### src/rtl/round_rr_sched.sv
// Round-robin scheduler sharing one convergent-rounding stage between N_CH requesters, with tagged output FIFO.
// Latency: accept in cycle N -> o_vld in cycle N+2 (empty FIFO); 1 word/cycle sustained with i_rdy=1.
// Backpressure: accepts only while FIFO occupancy plus in-flight stage-1 word leaves room; o_rdy never looks at i_rdy.
//
// Ports:
//   clk, rst_n          clock (rising edge), asynchronous active-low reset
//   i_data  [N_CH*W_IN] channel c word at bits [c*W_IN +: W_IN], two's complement
//   i_vld   [N_CH]      per-channel request; o_rdy [N_CH] per-channel accept (one-hot or zero)
//   o_data  [W_OUT]     rounded word at FIFO head; o_ch [CH_W] its channel tag
//   o_vld               FIFO non-empty; i_rdy downstream ready (pop on o_vld & i_rdy)
module round_rr_sched #(
  parameter int N_CH       = 4,
  parameter int W_IN       = 32,
  parameter int W_OUT      = 16,
  parameter int FIFO_DEPTH = 4,
  parameter int SAT        = 1,
  localparam int CH_W      = $clog2(N_CH)
) (
  input  logic                   clk,
  input  logic                   rst_n,
  input  logic [N_CH*W_IN-1:0]   i_data,
  input  logic [N_CH-1:0]        i_vld,
  output logic [N_CH-1:0]        o_rdy,
  output logic [W_OUT-1:0]       o_data,
  output logic [CH_W-1:0]        o_ch,
  output logic                   o_vld,
  input  logic                   i_rdy
);

  localparam int K  = W_IN - W_OUT;
  localparam int AW = $clog2(FIFO_DEPTH);
  localparam int CW = AW + 1;
  localparam logic [W_IN-1:0] HALF    = W_IN'(1) << (K - 1);
  localparam logic [W_IN-1:0] HALF_M1 = HALF - W_IN'(1);
  localparam logic [W_OUT-1:0] MAX_POS = {1'b0, {(W_OUT-1){1'b1}}};

  // Arbiter / stage-1 state
  logic [CH_W-1:0]  r_ptr;
  logic             r_s1_vld;
  logic [W_OUT-1:0] r_s1_data;
  logic [CH_W-1:0]  r_s1_ch;

  // Output FIFO state
  logic [W_OUT-1:0] r_mem_data [FIFO_DEPTH];
  logic [CH_W-1:0]  r_mem_ch   [FIFO_DEPTH];
  logic [AW-1:0]    r_wr_ptr;
  logic [AW-1:0]    r_rd_ptr;
  logic [CW-1:0]    r_count;

  logic             w_can_issue;
  logic             w_gnt_hit;
  logic [CH_W-1:0]  w_gnt_idx;
  logic [CH_W-1:0]  w_scan_idx;
  logic [N_CH-1:0]  w_onehot;
  logic             w_accept;
  logic [W_IN-1:0]  w_word;
  logic [W_IN-1:0]  w_add;
  logic [W_OUT-1:0] w_hi;
  logic             w_ovf;
  logic [W_OUT-1:0] w_rounded;
  logic             w_push;
  logic             w_pop;

  // Credit counts only registered occupancy: a pop in this cycle does not free a slot until next cycle.
  assign w_can_issue = (r_count + CW'(r_s1_vld)) < CW'(FIFO_DEPTH);

  // Scan from the channel after the last winner, wrapping, so a held request waits at most N_CH-1 accepts.
  always_comb begin
    w_gnt_hit  = 1'b0;
    w_gnt_idx  = '0;
    w_scan_idx = '0;
    for (int i = 1; i <= N_CH; i++) begin
      w_scan_idx = CH_W'((int'(r_ptr) + i) % N_CH);
      if (!w_gnt_hit && i_vld[w_scan_idx]) begin
        w_gnt_hit = 1'b1;
        w_gnt_idx = w_scan_idx;
      end
    end
  end

  always_comb begin
    w_onehot = '0;
    if (w_gnt_hit) w_onehot[w_gnt_idx] = 1'b1;
  end

  // rst_n gating keeps o_rdy low while reset is asserted even though the arbiter is combinational.
  assign o_rdy    = w_onehot & {N_CH{w_can_issue & rst_n}};
  assign w_accept = |o_rdy;

  always_comb begin
    w_word = '0;
    for (int c = 0; c < N_CH; c++) begin
      if (w_gnt_idx == CH_W'(c)) w_word = i_data[c*W_IN +: W_IN];
    end
  end

  // Round half to even: when the kept LSB is 1 an exact half carries up, when it is 0 it does not.
  assign w_add = w_word[K] ? HALF : HALF_M1;
  assign w_hi  = W_OUT'((w_word + w_add) >> K);
  // Only a non-negative input can carry into the sign bit; negatives never overflow.
  assign w_ovf = ~w_word[W_IN-1] & w_hi[W_OUT-1];
  assign w_rounded = (w_ovf && (SAT != 0)) ? MAX_POS : w_hi;

  always_ff @(posedge clk or negedge rst_n) begin
    if (!rst_n) begin
      r_ptr     <= CH_W'(N_CH - 1);
      r_s1_vld  <= 1'b0;
      r_s1_data <= '0;
      r_s1_ch   <= '0;
    end else begin
      r_s1_vld <= w_accept;
      if (w_accept) begin
        r_ptr     <= w_gnt_idx;
        r_s1_data <= w_rounded;
        r_s1_ch   <= w_gnt_idx;
      end
    end
  end

  assign w_push = r_s1_vld;
  assign w_pop  = o_vld & i_rdy;

  always_ff @(posedge clk) begin
    if (w_push) begin
      r_mem_data[r_wr_ptr] <= r_s1_data;
      r_mem_ch[r_wr_ptr]   <= r_s1_ch;
    end
  end

  // Credit guarantees push never meets a full FIFO without a matching pop.
  always_ff @(posedge clk or negedge rst_n) begin
    if (!rst_n) begin
      r_wr_ptr <= '0;
      r_rd_ptr <= '0;
      r_count  <= '0;
    end else begin
      if (w_push) r_wr_ptr <= r_wr_ptr + AW'(1);
      if (w_pop)  r_rd_ptr <= r_rd_ptr + AW'(1);
      r_count <= r_count + CW'(w_push) - CW'(w_pop);
    end
  end

  assign o_vld  = (r_count != '0);
  assign o_data = r_mem_data[r_rd_ptr];
  assign o_ch   = r_mem_ch[r_rd_ptr];

endmodule

### config.mk
export PLATFORM = sky130hd
export DESIGN_NAME = round_rr_sched
export DESIGN_NICKNAME = d
export VERILOG_FILES = /design/src/rtl/round_rr_sched.sv
export SDC_FILE = /design/constraint.sdc
export NUM_CORES = 1
export LEC_CHECK = 0
export ABC_CLOCK_PERIOD_IN_PS = 8300
export BUFFER_PORTS_ARGS = -buffer_cell sky130_fd_sc_hd__buf_4
export CORE_MARGIN = 5
export CORE_UTILIZATION = 56
export DETAILED_ROUTE_END_ITERATION = 7
export GPL_ROUTABILITY_DRIVEN = 0
export HOLD_SLACK_MARGIN = 0.03
export PLACE_DENSITY = 0.84
export SLEW_MARGIN = 10
export SYNTH_ARGS = -nofsm -noshare
export SYNTH_HDL_FRONTEND = slang
export SYNTH_SLANG_ARGS = --single-unit
### constraint.sdc
create_clock -name clk -period 8.3 [get_ports clk]
set_input_delay 1.66 -clock clk [delete_from_list [all_inputs] [get_ports clk]]
set_output_delay 1.66 -clock clk [all_outputs]
set_load 0.01 [all_outputs]
==> run summary, run 1 <==
Post-synthesis instance area -> 0.00540 mm^2
Post-synthesis sequential area ratio -> 53.1%
Compound-gate portion of the synthesized area -> 7.48%
Initial standard-cell utilization of the core -> 57.9%
Post-cts hold buffer count -> 0
Inserted Clock Buffers -> 9
Most used cells in the layout excluding fill and tap cells -> sky130_fd_sc_hd__buf_4 (160), sky130_fd_sc_hd__edfxtp_1 (72), sky130_fd_sc_hd__mux2i_1 (48)
Proportion of synthesized flip-flops having asynchronous set or reset -> 28.0%
Total number of H-tree levels -> 3
Total nets after synthesis -> 541
Category of the worst setup path capture point -> output port
Setup TNS -> 0 ps
Reported max-cap violation count -> 0
Overall die height -> 108 um
Maximum fanout along the worst path -> 29
Cell count after synthesis -> 395
Fraction of layout instances using a drive strength above 1 -> 40.5%
Slew at the pin with the worst max-slew slack -> 937 ps
Max VDD drop -> 142 uV
Required arrival time at the worst endpoint -> 6640 ps
Total number of vias -> 3737
Min Clock Period, post-route -> 5190 ps
Setup repair after global routing missed its margin -> no
Number of max-slew violations in the final report -> 0
CTS sink count -> 100
Syn-to-layout area delta -> 27.0%
Maximum number of pins on one net before global-route repair -> 61
Area share of and/or/nand/nor cells after synthesis -> 11.3%
Static leakage power -> 2.83 nW
Vias/cell -> 5.48
Wire length of the first global-routing pass -> 19.0 mm
Hold_sp -> r_rd_ptr[0]$_DFFE_PN0P_
Rel. slew slack -> 37.5%
Syn avg cell area -> 13.7 um^2
Part of the cycle the worst path needs -> 62.5%
Fill cell instance count of the final layout -> 591
Worst hold path class -> register to register
Clock transition at the registers of the reported paths -> 80 ps
Detail Route Antenna Nets -> 0
Per-cell routed wire length -> 17.6 um
DRC -> 0
Cell variety after synth -> 63
Smallest hold slack -> 494 ps
Remaining global-route overflow -> 0
Largest family of logic cells by synthesized area -> multiplexers
Power density normalized to cell area -> 314 mW/mm^2
Beginning of the worst register-to-register path -> r_ptr[1]$_DFFE_PN1P_
CTS-repair resized insts -> 0
CP startpoint kind -> primary input
Clock latency on the worst-skew pair -> 350 ps
Core outline area -> 0.00933 mm^2
Area of the die -> 0.0117 mm^2
GRT Overall Usage -> 21.1%
Diode count -> 0
Clock skew after layout -> 11.6 ps
Initial antenna violation count -> 0
Flip-flop and latch count after synthesis -> 100
Post-Synth Adder-Cell Area -> 2.55%
Most frequent standard cell in the layout excluding fill and tap cells -> sky130_fd_sc_hd__buf_4
Detailed Place HPWL -> 9.44 mm
Number of buffers added on ports -> 157
Net count, final -> 694
Cell type with the largest total area after synthesis -> sky130_fd_sc_hd__edfxtp_1
Classification of the worst setup path -> primary input to output port
Number of synthesized flops with an enable pin -> 72
Width of the chip -> 108 um
Area share of xor/xnor cells in the synthesized design -> 2.76%
Top cell type's share of synthesized area -> 40.0%
Arrival time reported for the critical path endpoint -> 3530 ps
Wire length reported by the detailed router -> 12.0 mm
Setup Viol. Count Final -> 0
CTS max path bufs -> 2
Upper clock frequency limit -> 193 MHz
Floorplan row count -> 35
Number of global-route vias before repair -> 3895
Starting DRT DRC Count -> 160
Num ports -> 158
Yosys warns -> 0
Clock tree from TritonCTS -> yes
Source of the critical timing path -> rst_n
Top FF cell, synth -> sky130_fd_sc_hd__edfxtp_1
Clk root buf -> sky130_fd_sc_hd__clkbuf_8
Setup fix buffers added after clock tree synthesis -> 0
Multiplexer share of the synthesized area -> 19.0%
Drt first pass iters -> 4
Result of the run -> complete, no violations
Final hold viol count -> 0
Synth top area cells -> sky130_fd_sc_hd__edfxtp_1 (40%), sky130_fd_sc_hd__dfrtp_1 (12%), sky130_fd_sc_hd__mux2i_1 (8.9%)
## cells in the mapped netlist, types with 4 or more instances
library cell and number:
sky130_fd_sc_hd__o21ai_0 4, sky130_fd_sc_hd__nor2b_1 5, sky130_fd_sc_hd__mux2i_1 48, sky130_fd_sc_hd__nor3_1 10, sky130_fd_sc_hd__mux2i_2 6, sky130_fd_sc_hd__and3_1 4, sky130_fd_sc_hd__a211oi_1 4, sky130_fd_sc_hd__mux4_2 18
sky130_fd_sc_hd__nand3_1 8, sky130_fd_sc_hd__clkbuf_1 7, sky130_fd_sc_hd__xnor2_1 6, sky130_fd_sc_hd__a21oi_2 8, sky130_fd_sc_hd__edfxtp_1 72, sky130_fd_sc_hd__nand2_1 19, sky130_fd_sc_hd__xor2_1 11, sky130_fd_sc_hd__nand4_1 10
sky130_fd_sc_hd__and2_1 6, sky130_fd_sc_hd__nor3b_1 4, sky130_fd_sc_hd__nor2_1 26, sky130_fd_sc_hd__inv_1 14, sky130_fd_sc_hd__ha_1 11, sky130_fd_sc_hd__dfrtp_1 26, sky130_fd_sc_hd__buf_6 5, sky130_fd_sc_hd__a21oi_1 9
## area by class of cell
| type | instances | area (um^2) | area share, % |
|---|---|---|---|
| Clock inverter | 6 | 111 | 1.62 |
| Timing Repair Buffer | 160 | 1200 | 17.5 |
| Clock buffer | 10 | 128 | 1.86 |
| Inverter | 14 | 52.6 | 0.766 |
| Tap cell | 129 | 161 | 2.35 |
| Sequential cell | 100 | 2870 | 41.8 |
| Multi-Input combinational cell | 263 | 2340 | 34.1 |
## power by group
group	leakage, nW	internal, mW	total, mW	switching [mW]
registers	0.969	0.723	0.845	0.122
logic	1.74	0.455	0.948	0.494
clock network	0.117	0.201	0.358	0.158
total	2.83	1.38	2.15	0.773
## per-stage QoR
stage	cell area, um^2	utilization [%]	worst slack (ps)	power, mW	cells
2_1_floorplan	5400	-	3490	1.53	395
3_5_place_dp	6620	71.0	3040	1.81	666
5_1_grt	6860	73.5	2800	2.30	682
3_3_place_gp	6620	71.0	3130	1.77	666
6_report	6860	73.5	3110	2.15	682
4_1_cts	6860	73.5	3030	2.17	682
## layer usage
layer  up-vias  global-route usage, %  wire [um]  part of all wire, %
met5         -                      0          0                    0
met4         0                   6.94        245                  2.0
met3        18                   5.07        722                  6.0
met2       130                   38.2       6310                   52
met1      1773                   24.8       4750                   40
li1       1816                      -          -                    -
## worst max-delay path: stages
cell and delay [ps]:
sky130_fd_sc_hd__buf_4 310, sky130_fd_sc_hd__nand3_1 460, sky130_fd_sc_hd__inv_1 620, sky130_fd_sc_hd__nand2_1 190, sky130_fd_sc_hd__nor2_1 150, sky130_fd_sc_hd__buf_4 130
## kinds of logic (layout without fill, tap and decap cells)
kind of cell | count (synthesis) | in the layout
AO/OA/AOI/OAI | 50 | 50
flip-flops | 100 | 100
buffers and inverters | 32 | 190
AND/OR/NAND/NOR | 110 | 110
XOR/XNOR | 17 | 17
adder cells (fa/ha/maj) | 11 | 11
multiplexers | 75 | 75
## sequential cells by signal, indices dropped and copies added, names as in the netlist
name and count:
r_mem_data 64, r_s1_data 16, r_mem_ch 8, r_count 3, r_ptr 2, r_rd_ptr 2
r_s1_ch 2, r_wr_ptr 2, r_s1_vld 1
## path summary, 6_finish.rpt
check / endpoint / slack (ps) / cells past startpoint
max: o_rdy[2] / 3110 / 6
min: r_rd_ptr[0]$_DFFE_PN0P_ / 490 / 1
max in group asynchronous: r_ptr[1]$_DFFE_PN1P_ / 6790 / 1
min reg2reg: r_rd_ptr[0]$_DFFE_PN0P_ / 490 / 1
min in group asynchronous: r_count[2]$_DFF_PN0_ / 1200 / 1
max reg2reg: r_s1_data[13]$_DFFE_PN0P_ / 4510 / 11
Power figures use the tool's default switching activity.
==> inputs of run 2 (changes only) <==
--- a/config.mk
+++ b/config.mk
@@ -5,14 +5,15 @@
 export SDC_FILE = /design/constraint.sdc
 export NUM_CORES = 1
 export LEC_CHECK = 0
-export ABC_CLOCK_PERIOD_IN_PS = 8300
+export ABC_AREA = 1
+export ABC_CLOCK_PERIOD_IN_PS = 5300
 export BUFFER_PORTS_ARGS = -buffer_cell sky130_fd_sc_hd__buf_4
 export CORE_MARGIN = 5
-export CORE_UTILIZATION = 56
+export CORE_UTILIZATION = 55
 export DETAILED_ROUTE_END_ITERATION = 7
 export GPL_ROUTABILITY_DRIVEN = 0
 export HOLD_SLACK_MARGIN = 0.03
-export PLACE_DENSITY = 0.84
+export PLACE_DENSITY = 0.8
 export SLEW_MARGIN = 10
 export SYNTH_ARGS = -nofsm -noshare
 export SYNTH_HDL_FRONTEND = slang
==> constraint.sdc (replaced) <==
create_clock -name clk -period 5.3 [get_ports clk]
set_input_delay 1.06 -clock clk [delete_from_list [all_inputs] [get_ports clk]]
set_output_delay 1.06 -clock clk [all_outputs]
set_load 0.01 [all_outputs]
==> run 2 against run 1 <==
Critical path depth is 15 higher. Via count is 67% higher. Design area is 20% higher. Register-to-register slack worse by 3300 ps. Sequential cell count stayed put. Clock skew is 6.4 ps lower. Worst hold slack better by 18 ps. Non-clock buffer count is 5 higher. Worst setup slack worse by 2000 ps. Largest cell class is now multi-input gates. Die area is 24% higher. Synthesized cell count is 120% higher. Wire length is 56% higher.
==> run summary, run 2 <==
Result of the run -> complete, no violations
Part of the cycle the worst path needs -> 78.9%
Reported max-cap violation count -> 0
Leading cell type by number of instances after synthesis -> sky130_fd_sc_hd__nand2_1
Most frequent standard cell in the layout excluding fill and tap cells -> sky130_fd_sc_hd__nand2_1
Met3 routed WL -> 1.32 mm
Starting DRT DRC Count -> 452
Most used cells in the layout excluding fill and tap cells -> sky130_fd_sc_hd__nand2_1 (244), sky130_fd_sc_hd__buf_4 (165), sky130_fd_sc_hd__nor2_1 (93)
Post-cts hold buffer count -> 0
Floorplan row count -> 40
Register bank with the most flops -> r_mem_data
Overall die height -> 120 um
Arrival time reported for the critical path endpoint -> 4410 ps
Clock tree from TritonCTS -> yes
Num ports -> 158
CTS max path bufs -> 2
Drt first pass iters -> 5
Smallest hold slack -> 512 ps
Compound-gate portion of the synthesized area -> 11.3%
Wire length reported by the detailed router -> 18.8 mm
Cell type of the slowest stage on the worst timing path -> sky130_fd_sc_hd__a21oi_4
Top FF cell, synth -> sky130_fd_sc_hd__edfxtp_1
Cell variety after synth -> 53
Detail Route Antenna Nets -> 0
Fraction of layout instances using a drive strength above 1 -> 28.9%
Post-Synth Adder-Cell Area -> 2.05%
Fill cell instance count of the final layout -> 1007
Largest family of logic cells by synthesized area -> simple AND/OR/NAND/NOR gates
Upper clock frequency limit -> 239 MHz
Per-cell routed wire length -> 16.3 um
Max reg flops -> 64
Setup fix buffers added after clock tree synthesis -> 0
Sequence of cells on the critical path -> buf_4 -> inv_1 -> nand2_1 -> nand3_1 -> nand2_1 -> nor2_4 -> nand3_4 -> a21oi_4 -> nand2_1 -> o22ai_1 -> o21ai_0 -> ha_1 -> inv_1 -> o21bai_1 -> a21oi_1 -> o21ai_1 -> nand2_1 -> a21oi_1 -> nand3_1 -> nand2_1 -> inv_1
CTS sink count -> 100
Clock skew after layout -> 5.19 ps
Classification of the worst setup path -> primary input to register
Area share of and/or/nand/nor cells after synthesis -> 34.5%
Worst hold path class -> register to register
Total nets after synthesis -> 1000
Setup Viol. Count Final -> 0
Number of max-slew violations in the final report -> 0
Slew at the pin with the worst max-slew slack -> 850 ps
Highest layer used for signal routing -> met4
Flip-flop and latch count after synthesis -> 100
Detailed Place HPWL -> 14.4 mm
Min Clock Period, post-route -> 4180 ps
Diode count -> 0
Total number of H-tree levels -> 3
Initial antenna violation count -> 0
Setup repair after global routing missed its margin -> no
Cell count after synthesis -> 854
Clock transition at the registers of the reported paths -> 70 ps
Width of the chip -> 120 um
Area share of xor/xnor cells in the synthesized design -> 1.04%
Net count, final -> 1145
Maximum number of pins on one net before global-route repair -> 38
Initial standard-cell utilization of the core -> 55.9%
Clock latency on the worst-skew pair -> 340 ps
Top cell type's share of synthesized area -> 32.2%
Number of global-route vias before repair -> 5923
Cell repeated most along the worst path -> sky130_fd_sc_hd__nand2_1
Met1 Routed Length -> 7.40 mm
Required arrival time at the worst endpoint -> 5530 ps
Syn-to-layout area delta -> 22.7%
Area of the die -> 0.0145 mm^2
GRT Overall Usage -> 26.1%
Core outline area -> 0.0120 mm^2
Clk root buf -> sky130_fd_sc_hd__clkbuf_16
Wire length of the first global-routing pass -> 29.9 mm
Cell type with the largest total area after synthesis -> sky130_fd_sc_hd__edfxtp_1
Share of the core filled with cells -> 68.6%
Multiplexer share of the synthesized area -> 0%
Synth top area cells -> sky130_fd_sc_hd__edfxtp_1 (32%), sky130_fd_sc_hd__nand2_1 (14%), sky130_fd_sc_hd__dfrtp_1 (9.7%)
Number of buffers added on ports -> 157
Total number of vias -> 6249
Category of the worst setup path capture point -> register
Vias/cell -> 5.43
Post-synthesis instance area -> 0.00671 mm^2
Setup TNS -> 0 ps
CTS-repair resized insts -> 0
Remaining global-route overflow -> 0
Number of synthesized flops with an enable pin -> 72
DRC -> 0
Syn avg cell area -> 7.86 um^2
Ranking of synthesized cells by instance count -> sky130_fd_sc_hd__nand2_1 (244), sky130_fd_sc_hd__nor2_1 (93), sky130_fd_sc_hd__inv_1 (78), sky130_fd_sc_hd__edfxtp_1 (72), sky130_fd_sc_hd__nand3_1 (54)
Largest registers in the final layout -> r_mem_data (64), r_s1_data (16), r_mem_ch (8)
Maximum fanout along the worst path -> 18
CP startpoint kind -> primary input
Proportion of synthesized flip-flops having asynchronous set or reset -> 28.0%
Metal2 WL -> 9.61 mm
Highest cell delay on the worst timing path -> 500 ps
Post-synthesis sequential area ratio -> 42.7%
Inserted Clock Buffers -> 9
Final hold viol count -> 0
Rel. slew slack -> 43.2%
Yosys warns -> 0
run 2: cell count changes after synthesis, sizes merged, moves of 53 or more:
cell	before	now
o21ai	8	63
nor2	28	112
inv	14	90
mux2i	56	0
nand3	8	61
nand2	19	280
run 2: logic make-up after synthesis:
logic type,count (synthesis)
adder cells (fa/ha/maj),11
AO/OA/AOI/OAI,124
buffers and inverters,123
XOR/XNOR,8
flip-flops,100
AND/OR/NAND/NOR,488
run 2: worst max-delay path: cells and delay by family:
family	cells	cell delay, ps
AO/OA/AOI/OAI	7	1630
adder cells (fa/ha/maj)	1	300
buffers and inverters	4	250
AND/OR/NAND/NOR	9	1150
run 2: path summary, 6_finish.rpt:
check	cells past startpoint	slack [ps]	start	end
max	21	1120	i_vld[3]	r_s1_data[9]$_DFFE_PN0P_
min	0	510	r_s1_data[13]$_DFFE_PN0P_	r_mem_data[2][13]$_DFFE_PP_
max reg2reg	23	1170	r_ptr[0]$_DFFE_PN1P_	r_s1_data[9]$_DFFE_PN0P_
min reg2reg	0	510	r_s1_data[13]$_DFFE_PN0P_	r_mem_data[2][13]$_DFFE_PP_
max in group asynchronous	1	4330	rst_n	r_ptr[0]$_DFFE_PN1P_
min in group asynchronous	1	640	rst_n	r_s1_data[5]$_DFFE_PN0P_
run 2: layout make-up:
| type | instances | area (um^2) | share of cell area [%] |
|---|---|---|---|
| inverter | 92 | 345 | 4.19 |
| multi-input combinational | 631 | 3290 | 39.9 |
| clock buffer | 14 | 305 | 3.71 |
| clock inverter | 2 | 12.5 | 0.152 |
| sequential | 100 | 2870 | 34.8 |
| tap | 147 | 184 | 2.23 |
| timing repair buffer | 165 | 1240 | 15.0 |
run 2: layer usage:
metal | vias to the layer above | track usage (%)
met2 | 229 | 45.8
li1 | 3091 | -
met1 | 2901 | 32.0
met3 | 28 | 5.57
met5 | - | 0
met4 | 0 | 8.57
run 2: metrics by stage:
step / cell area, um^2 / setup slack, ps / std cells
after floorplan: 6710 / 1710 / 854
after global placement: 7920 / 884 / 1135
after detailed placement: 7920 / 846 / 1135
after CTS: 8240 / 1200 / 1151
after global routing: 8240 / 844 / 1151
final: 8240 / 1120 / 1151
Power of run 2 is left out: the tool's default activity adds up to more than one toggle a clock period on the data nets, which glitch-free logic cannot reach.
